--- config.mk ---
export PLATFORM = sky130hd
export DESIGN_NAME = gpio_db
export DESIGN_NICKNAME = d
export VERILOG_FILES = /design/src/rtl/gpio_pkg.sv /design/src/rtl/gpio_db_bit.sv /design/src/rtl/gpio_db.sv
export SDC_FILE = /design/constraint.sdc
export NUM_CORES = 1
export LEC_CHECK = 0
export ABC_AREA = 1
export CORE_MARGIN = 2
export CORE_UTILIZATION = 50
export CTS_CLUSTER_DIAMETER = 80
export DETAILED_ROUTE_END_ITERATION = 6
export GPL_TIMING_DRIVEN = 0
export PLACE_DENSITY = 0.7
export SETUP_SLACK_MARGIN = 0.3
export SLEW_MARGIN = 0
export SYNTH_ARGS = -nofsm -noshare
export SYNTH_HDL_FRONTEND = slang
export SYNTH_SLANG_ARGS = --single-unit
--- constraint.sdc ---
create_clock -name clk -period 1.5 [get_ports clk]
set_input_delay 0.15 -clock clk [delete_from_list [all_inputs] [get_ports clk]]
set_output_delay 0.15 -clock clk [all_outputs]
set_load 0.1 [all_outputs]
--- src/rtl/gpio_pkg.sv ---
// Shared GPIO definitions: default widths and the per-bit debounce state encoding.
package gpio_pkg;
  localparam int GPIO_W_DEF   = 8;
  localparam int DB_CNT_W_DEF = 16;

  typedef enum logic {
    DB_STABLE  = 1'b0,
    DB_PENDING = 1'b1
  } db_state_e;
endpackage

--- src/rtl/gpio_db_bit.sv ---
// One pad bit: two-flop synchroniser, debounce counter, stable level and edge pulses.
module gpio_db_bit
  import gpio_pkg::*;
#(
  parameter int CNT_W = DB_CNT_W_DEF
) (
  input  logic             clk,
  input  logic             rstn,
  input  logic             pad,
  input  logic             db_en,
  input  logic [CNT_W-1:0] db_lim,
  output logic             st,
  output logic             rise,
  output logic             fall
);
  logic             s1_q, s2_q;
  logic             st_q, st_d;
  logic             rise_q, rise_d, fall_q, fall_d;
  logic [CNT_W-1:0] cnt_q, cnt_d;
  db_state_e        state;

  // State is implicit: pending whenever the synchronised level disagrees with st.
  assign state = (s2_q == st_q) ? DB_STABLE : DB_PENDING;

  always_comb begin
    st_d  = st_q;
    cnt_d = '0;
    if (!db_en) begin
      st_d = s2_q;
    end else begin
      case (state)
        DB_STABLE: ;
        DB_PENDING: begin
          // >= so a lowered limit accepts at once and the counter never wraps
          if (cnt_q >= db_lim) st_d  = s2_q;
          else                 cnt_d = cnt_q + CNT_W'(1);
        end
        default: ;
      endcase
    end
    rise_d = ~st_q &  st_d;
    fall_d =  st_q & ~st_d;
  end

  always_ff @(posedge clk or negedge rstn) begin
    if (!rstn) begin
      s1_q   <= 1'b0;
      s2_q   <= 1'b0;
      st_q   <= 1'b0;
      cnt_q  <= '0;
      rise_q <= 1'b0;
      fall_q <= 1'b0;
    end else begin
      s1_q   <= pad;
      s2_q   <= s1_q;
      st_q   <= st_d;
      cnt_q  <= cnt_d;
      rise_q <= rise_d;
      fall_q <= fall_d;
    end
  end

  assign st   = st_q;
  assign rise = rise_q;
  assign fall = fall_q;
endmodule

--- src/rtl/gpio_db.sv ---
// GPIO input conditioning: independent synchronise + debounce + edge detect per pad bit.
module gpio_db
  import gpio_pkg::*;
#(
  parameter int gpio_w = GPIO_W_DEF,
  parameter int cnt_w  = DB_CNT_W_DEF
) (
  input  logic              clk,
  input  logic              rstn,
  input  logic [gpio_w-1:0] pad_in,
  input  logic              db_en,
  input  logic [cnt_w-1:0]  db_lim,
  output logic [gpio_w-1:0] gpi_out,
  output logic [gpio_w-1:0] rise,
  output logic [gpio_w-1:0] fall
);
  for (genvar i = 0; i < gpio_w; i++) begin : g_bit
    gpio_db_bit #(
      .CNT_W (cnt_w)
    ) u_bit (
      .clk    (clk),
      .rstn   (rstn),
      .pad    (pad_in[i]),
      .db_en  (db_en),
      .db_lim (db_lim),
      .st     (gpi_out[i]),
      .rise   (rise[i]),
      .fall   (fall[i])
    );
  end
endmodule

After elaboration in Yosys (flattened, before gate mapping)
Cells that the tools add are included.

cells by class
  bitwise operators = 32
  magnitude comparators = 8
  multiplexer cells = 48
  add/sub/neg operators = 8
  eq/ne operators = 8

operators with widths
  kind                     count
  $mux W16                 24
  $add A16 B1 Y16 const B  8
  $ge A16 B16 Y1           8
  $mux W1                  24
  $and A1 B1 Y1            16
  $not A1 Y1               16
  $eq A1 B1 Y1             8

word-level totals
  word-level logic and storage cells = 152
  bits of input ports = 27
  register bits = 168

Logic depth before layout (Yosys ltp)
  depth after elaboration = 6
  gate-level depth with buffers = 14
  gate-level depth less buffers = 14

Hierarchy
From an unflattened synthesis, not the netlist that was laid out.

second synthesis, totals
  cells, all modules = 1368
  area total of the unflattened synthesis = 11601.1 um^2

modules (own cells, without submodules)
  module       times used  cells each  area each (um^2)  seq. area each (um^2)
  gpio_db_bit  8           171         1450.1            525.5

Least setup slack after synthesis
OpenSTA, ideal clock, no wires.

  path kind = flip-flop to flip-flop
  start = reg g_bit[2].u_bit.cnt_q[7]
  end = reg g_bit[2].u_bit.cnt_q[14]
  stages on the path, launching flop included = 11
  path buffers = 1
  arrival = 1485 ps
  setup slack = -106 ps
  setup time = 121 ps
  clock period less this slack = 1606 ps
  cells stage by stage = dfrtp_1 ha_1 nand2_1 nor2_1 and2_1 nor2_1 nand2_1 nand2_1 nand3b_4 buf_6 nor2_2

between the ends
  longest elaborated chain between the ends = 4
  elaborated cells on any way between the ends = 5
  those cells by class = 1 x add/sub; 1 x order compare; 3 x mux

RTL lines
  what                                                      line                                  RTL
  start: declaration                                        gpio_db_bit.sv:19                     logic [CNT_W-1:0] cnt_q, cnt_d;
  start signal: assignment                                  gpio_db_bit.sv:57                     cnt_q <= cnt_d;
  $add A16 B1 Y16 / $ge A16 B16 Y1 (equally long branches)  gpio_db_bit.sv:36, gpio_db_bit.sv:35
  $mux W16 *                                                gpio_db_bit.sv:35                     if (cnt_q >= db_lim) st_d = s2_q;
  $mux W16 *                                                gpio_db_bit.sv:31                     case (state)
  $mux W16 *                                                gpio_db_bit.sv:28                     if (!db_en) begin
  via g_bit[2].u_bit.cnt_d[14]                              gpio_db_bit.sv:19

Mark *: on every way through the listed nets, which the timed path passes. The rest lies on a longest branch.

Worst setup path after layout
  start = reg g_bit[6].u_bit.cnt_q[7]
  end = reg g_bit[6].u_bit.cnt_q[5]

between the ends
  longest elaborated chain between the ends = 4

RTL lines
  what                         line
  start: declaration           gpio_db_bit.sv:19
  start signal: assignment     gpio_db_bit.sv:57
  $ge A16 B16 Y1               gpio_db_bit.sv:35
  $mux W16                     gpio_db_bit.sv:35
  $mux W16                     gpio_db_bit.sv:31
  $mux W16                     gpio_db_bit.sv:28
  via g_bit[6].u_bit.cnt_d[5]  gpio_db_bit.sv:19

The timed path passes the listed nets, and every way through them passes these cells.

==> impl_metrics.toml <==
[run_status]
status = "complete, but fails checks"
violations = "hold timing, setup timing"

[logic_synthesis]
async_reset_ff_frac = 1.00
yosysSeqAreaShare = 0.365
yosys_register_bits = 168
yosysUniqueCellTypes = 37
netlist_area_um2 = 11500
synth_edf_count = 0
yosys_warnings = 0
syn-num-nets = 1602
ys.flop_type = "dfrtp_1"
syn_avg_cell_area_um2 = 8.01
syn_inst = 1439

[timing]
fin_crit_sh = 1.27
relSlewSlack = 0.564
hold_viol_final = 77
tightest_slew_ns = 0.654
rsz0062_at_grt = "yes"
fmaxAchievable_ghz = 0.525
finalClockSkew_ns = 0.0121
setup_viol = 152
hold_ws_ns = -0.311
fin_ws_ns = -0.406
timing_max_transition_violations_final = 0
min_period_ns = 1.91

[finish]
n_antenna_cell = 0
fin_area_um2 = 17500
multi_input_area_um2 = 8470
nNetsFinal = 1869
fin_util = 0.775
nFillCells = 1267
register_area_um2 = 4220
drive_above_1_share = 0.415
final-instance-count-excl-fill = 2004
area_growth_pct = 52.2

[worst_setup_path]
r2r-end = "g_bit[6].u_bit.cnt_q[5]"
end_kind = "register"
worstSetupStartpointType = "register"
worstPathRequired_ns = 1.87
crit_arrival_ns = 2.27
slowest_stage = "dfrtp_1"
regToRegSetupSlack_ns = -0.41
crit_family = "simple AND/OR/NAND/NOR gates"
cpPeakStageDelay_ns = 0.42
r2r-start = "g_bit[6].u_bit.cnt_q[7]"
crit_chain = "ha_4 > a21oi_1 > nand2_1 > nor2_1 > nand2_1 > nand2_2 > nand3_4 > clkbuf_16 > nor2_4"
critPathMaxFanout = 5
rr_worst_depth = 9
crit_buf_inv = 1
critPathKind = "reg2reg"
cp_common_cell = "nand2_1"

[grt]
groute.usage.overall = 0.258
grt_max_degree = 92
grt_overflow = 0
antenna_found_initial = 0
grt_pass1_vias = 10328
grt_pass1_wl_um = 49900

[route]
viasPerCell = 5.50
vias = 11024
wl_um = 38100
drt_iter0_drc = 710
drc = 0
dr.pass1.iters = 5
ant_nets = 0
wl_per_cell_um = 19.0

[placed_design]
placed_area_um2 = 12500
place_congestion = 0.857
dp.final_hpwl_um = 17600
port_buffers = 50
numPlacedInstances = 1775

[cts]
clock-sinks = 168
cts_tree = "done"
htreeDepth = 4
cts_root_buf = "clkbuf_16"
clockBufferDepth = 2
clk_pin_slew_ns = 0.07
numCtsBuffers = 17
clk_latency_ns = 0.45

[pwr]
powerDensity_nw_per_um2 = 682
leakage_nw = 8.07
peakVddDrop_uv = 688

[floorplan]
die_h_um = 156
die_area_um2 = 24300
initial_core_util = 0.509
io_pins = 51
die_w_um = 156
rows = 55
core-area_um2 = 22600

[worst_hold_path]
hold_class = "in2async"

[flow_run]
cap_violations = 0
==> power breakdown <==
group          switching (mW)  internal [mW]
logic                    1.55           1.13
registers              0.0774           4.62
clock network            2.15           2.43
total                    3.78           8.18
==> worst reg2reg max path, stage by stage (launching register included) <==
cell and delay (ns):
dfrtp_1 0.42, ha_4 0.27, a21oi_1 0.23, nand2_1 0.12, nor2_1 0.09, nand2_1 0.11, nand2_2 0.13, nand3_4 0.14
clkbuf_16 0.22, nor2_4 0.10
==> layout by cell type, fill, tap and decap left out, types with 15 or more instances in the layout <==
cell type / n
dfrtp_1: 156
clkinvlp_4: 17
nand3_2: 27
nand2_4: 22
nand3_1: 58
clkbuf_16: 18
dlygate4sd2_1: 15
nand2_2: 60
nand4_1: 17
xor2_1: 66
inv_2: 17
ha_1: 71
ha_4: 65
buf_4: 129
buf_12: 45
nor2_1: 107
nor2_2: 58
nand2_1: 240
buf_6: 72
inv_1: 164
xnor2_1: 33
nor2_4: 93
a21oi_1: 33
==> logic make-up (layout without fill, tap and decap cells) <==
group,count (synthesis),in the layout,synth area share
XOR/XNOR,99,99,0.0753
buffers and inverters,228,508,0.0873
AO/OA/AOI/OAI,70,70,0.0350
adder cells (fa/ha/maj),136,136,0.148
AND/OR/NAND/NOR,738,738,0.290
flip-flops,168,168,0.365
==> per-layer routing <==
layer  GRT usage  up-vias  wire length [um]
li1            -     5065                 -
met3      0.0422      158              2110
met2       0.439      451             19400
met1       0.334     5350             14600
met5           0        -                 0
met4      0.0948        0              1930
==> how the worst max path moves through the flow <==
stage,startpoint,to,slack (ns),cells past startpoint
5_1_grt,g_bit[1].u_bit.cnt_q[2],g_bit[1].u_bit.cnt_q[4],-0.45,11
6_report,g_bit[6].u_bit.cnt_q[7],g_bit[6].u_bit.cnt_q[5],-0.41,9
3_5_place_dp,db_lim[11],g_bit[5].u_bit.cnt_q[3],-0.97,13
3_3_place_gp,rstn,g_bit[0].u_bit.rise,-6.97,1
4_1_cts,g_bit[2].u_bit.cnt_q[2],g_bit[2].u_bit.cnt_q[12],-0.22,10
2_1_floorplan,g_bit[2].u_bit.cnt_q[7],g_bit[2].u_bit.cnt_q[14],-0.06,10
==> metrics by stage <==
| step | hold WS [ns] | total power [mW] | TNS (ns) | setup slack, ns |
|---|---|---|---|---|
| finish | -0.311 | 12.0 | -43.23 | -0.406 |
| CTS | -0.283 | 11.4 | -22.61 | -0.220 |
| global route | -0.256 | 12.3 | -52.70 | -0.452 |
| floorplan | -0.146 | 5.79 | -3.91 | -0.0616 |
| global placement | 0.333 | 6.24 | -1300.18 | -6.97 |
| detailed placement | 0.184 | 6.28 | -136.21 | -0.972 |
==> cells in the mapped netlist (7+ instances only) <==
cell,number,area (um2)
ha_1,136,1700
o21ai_0,18,90.1
nand4_1,17,106
nor2_2,52,325
and3_1,7,43.8
a21oi_1,39,195
buf_4,24,180
dfrtp_1,168,4200
nand3_1,88,440
and2_1,7,43.8
buf_6,8,90.1
xor2_1,66,578
nor3_1,17,85.1
nand2_1,321,1200
nor2_1,201,754
inv_1,192,721
xnor2_1,33,289
==> state kept, by name (all words and copies together), names as in the netlist <==
name,cells
g_bit.u_bit.s1_q,8
g_bit.u_bit.rise,8
g_bit.u_bit.st,8
g_bit.u_bit.s2_q,8
g_bit.u_bit.fall,8
g_bit.u_bit.cnt_q,128
==> repair_timing <==
action,in CTS,in global routing
pin swaps,50,102
buffers inserted,146,43
endpoints found under the hold margin,77,77
cloned,7,1
setup endpoints to repair,176,176
gates resized for setup,464,304
==> cell type report <==
| type | count | area share |
|---|---|---|
| Timing Repair Buffer | 248 | 0.154 |
| Sequential cell | 168 | 0.241 |
| Clock buffer | 19 | 0.0258 |
| Clock inverter | 13 | 0.00792 |
| Multi-Input combinational cell | 1043 | 0.483 |
| Buffer | 32 | 0.0230 |
| Inverter | 196 | 0.0452 |
| Tap cell | 285 | 0.0203 |
Note: power is estimated with default switching activity, not from simulation.
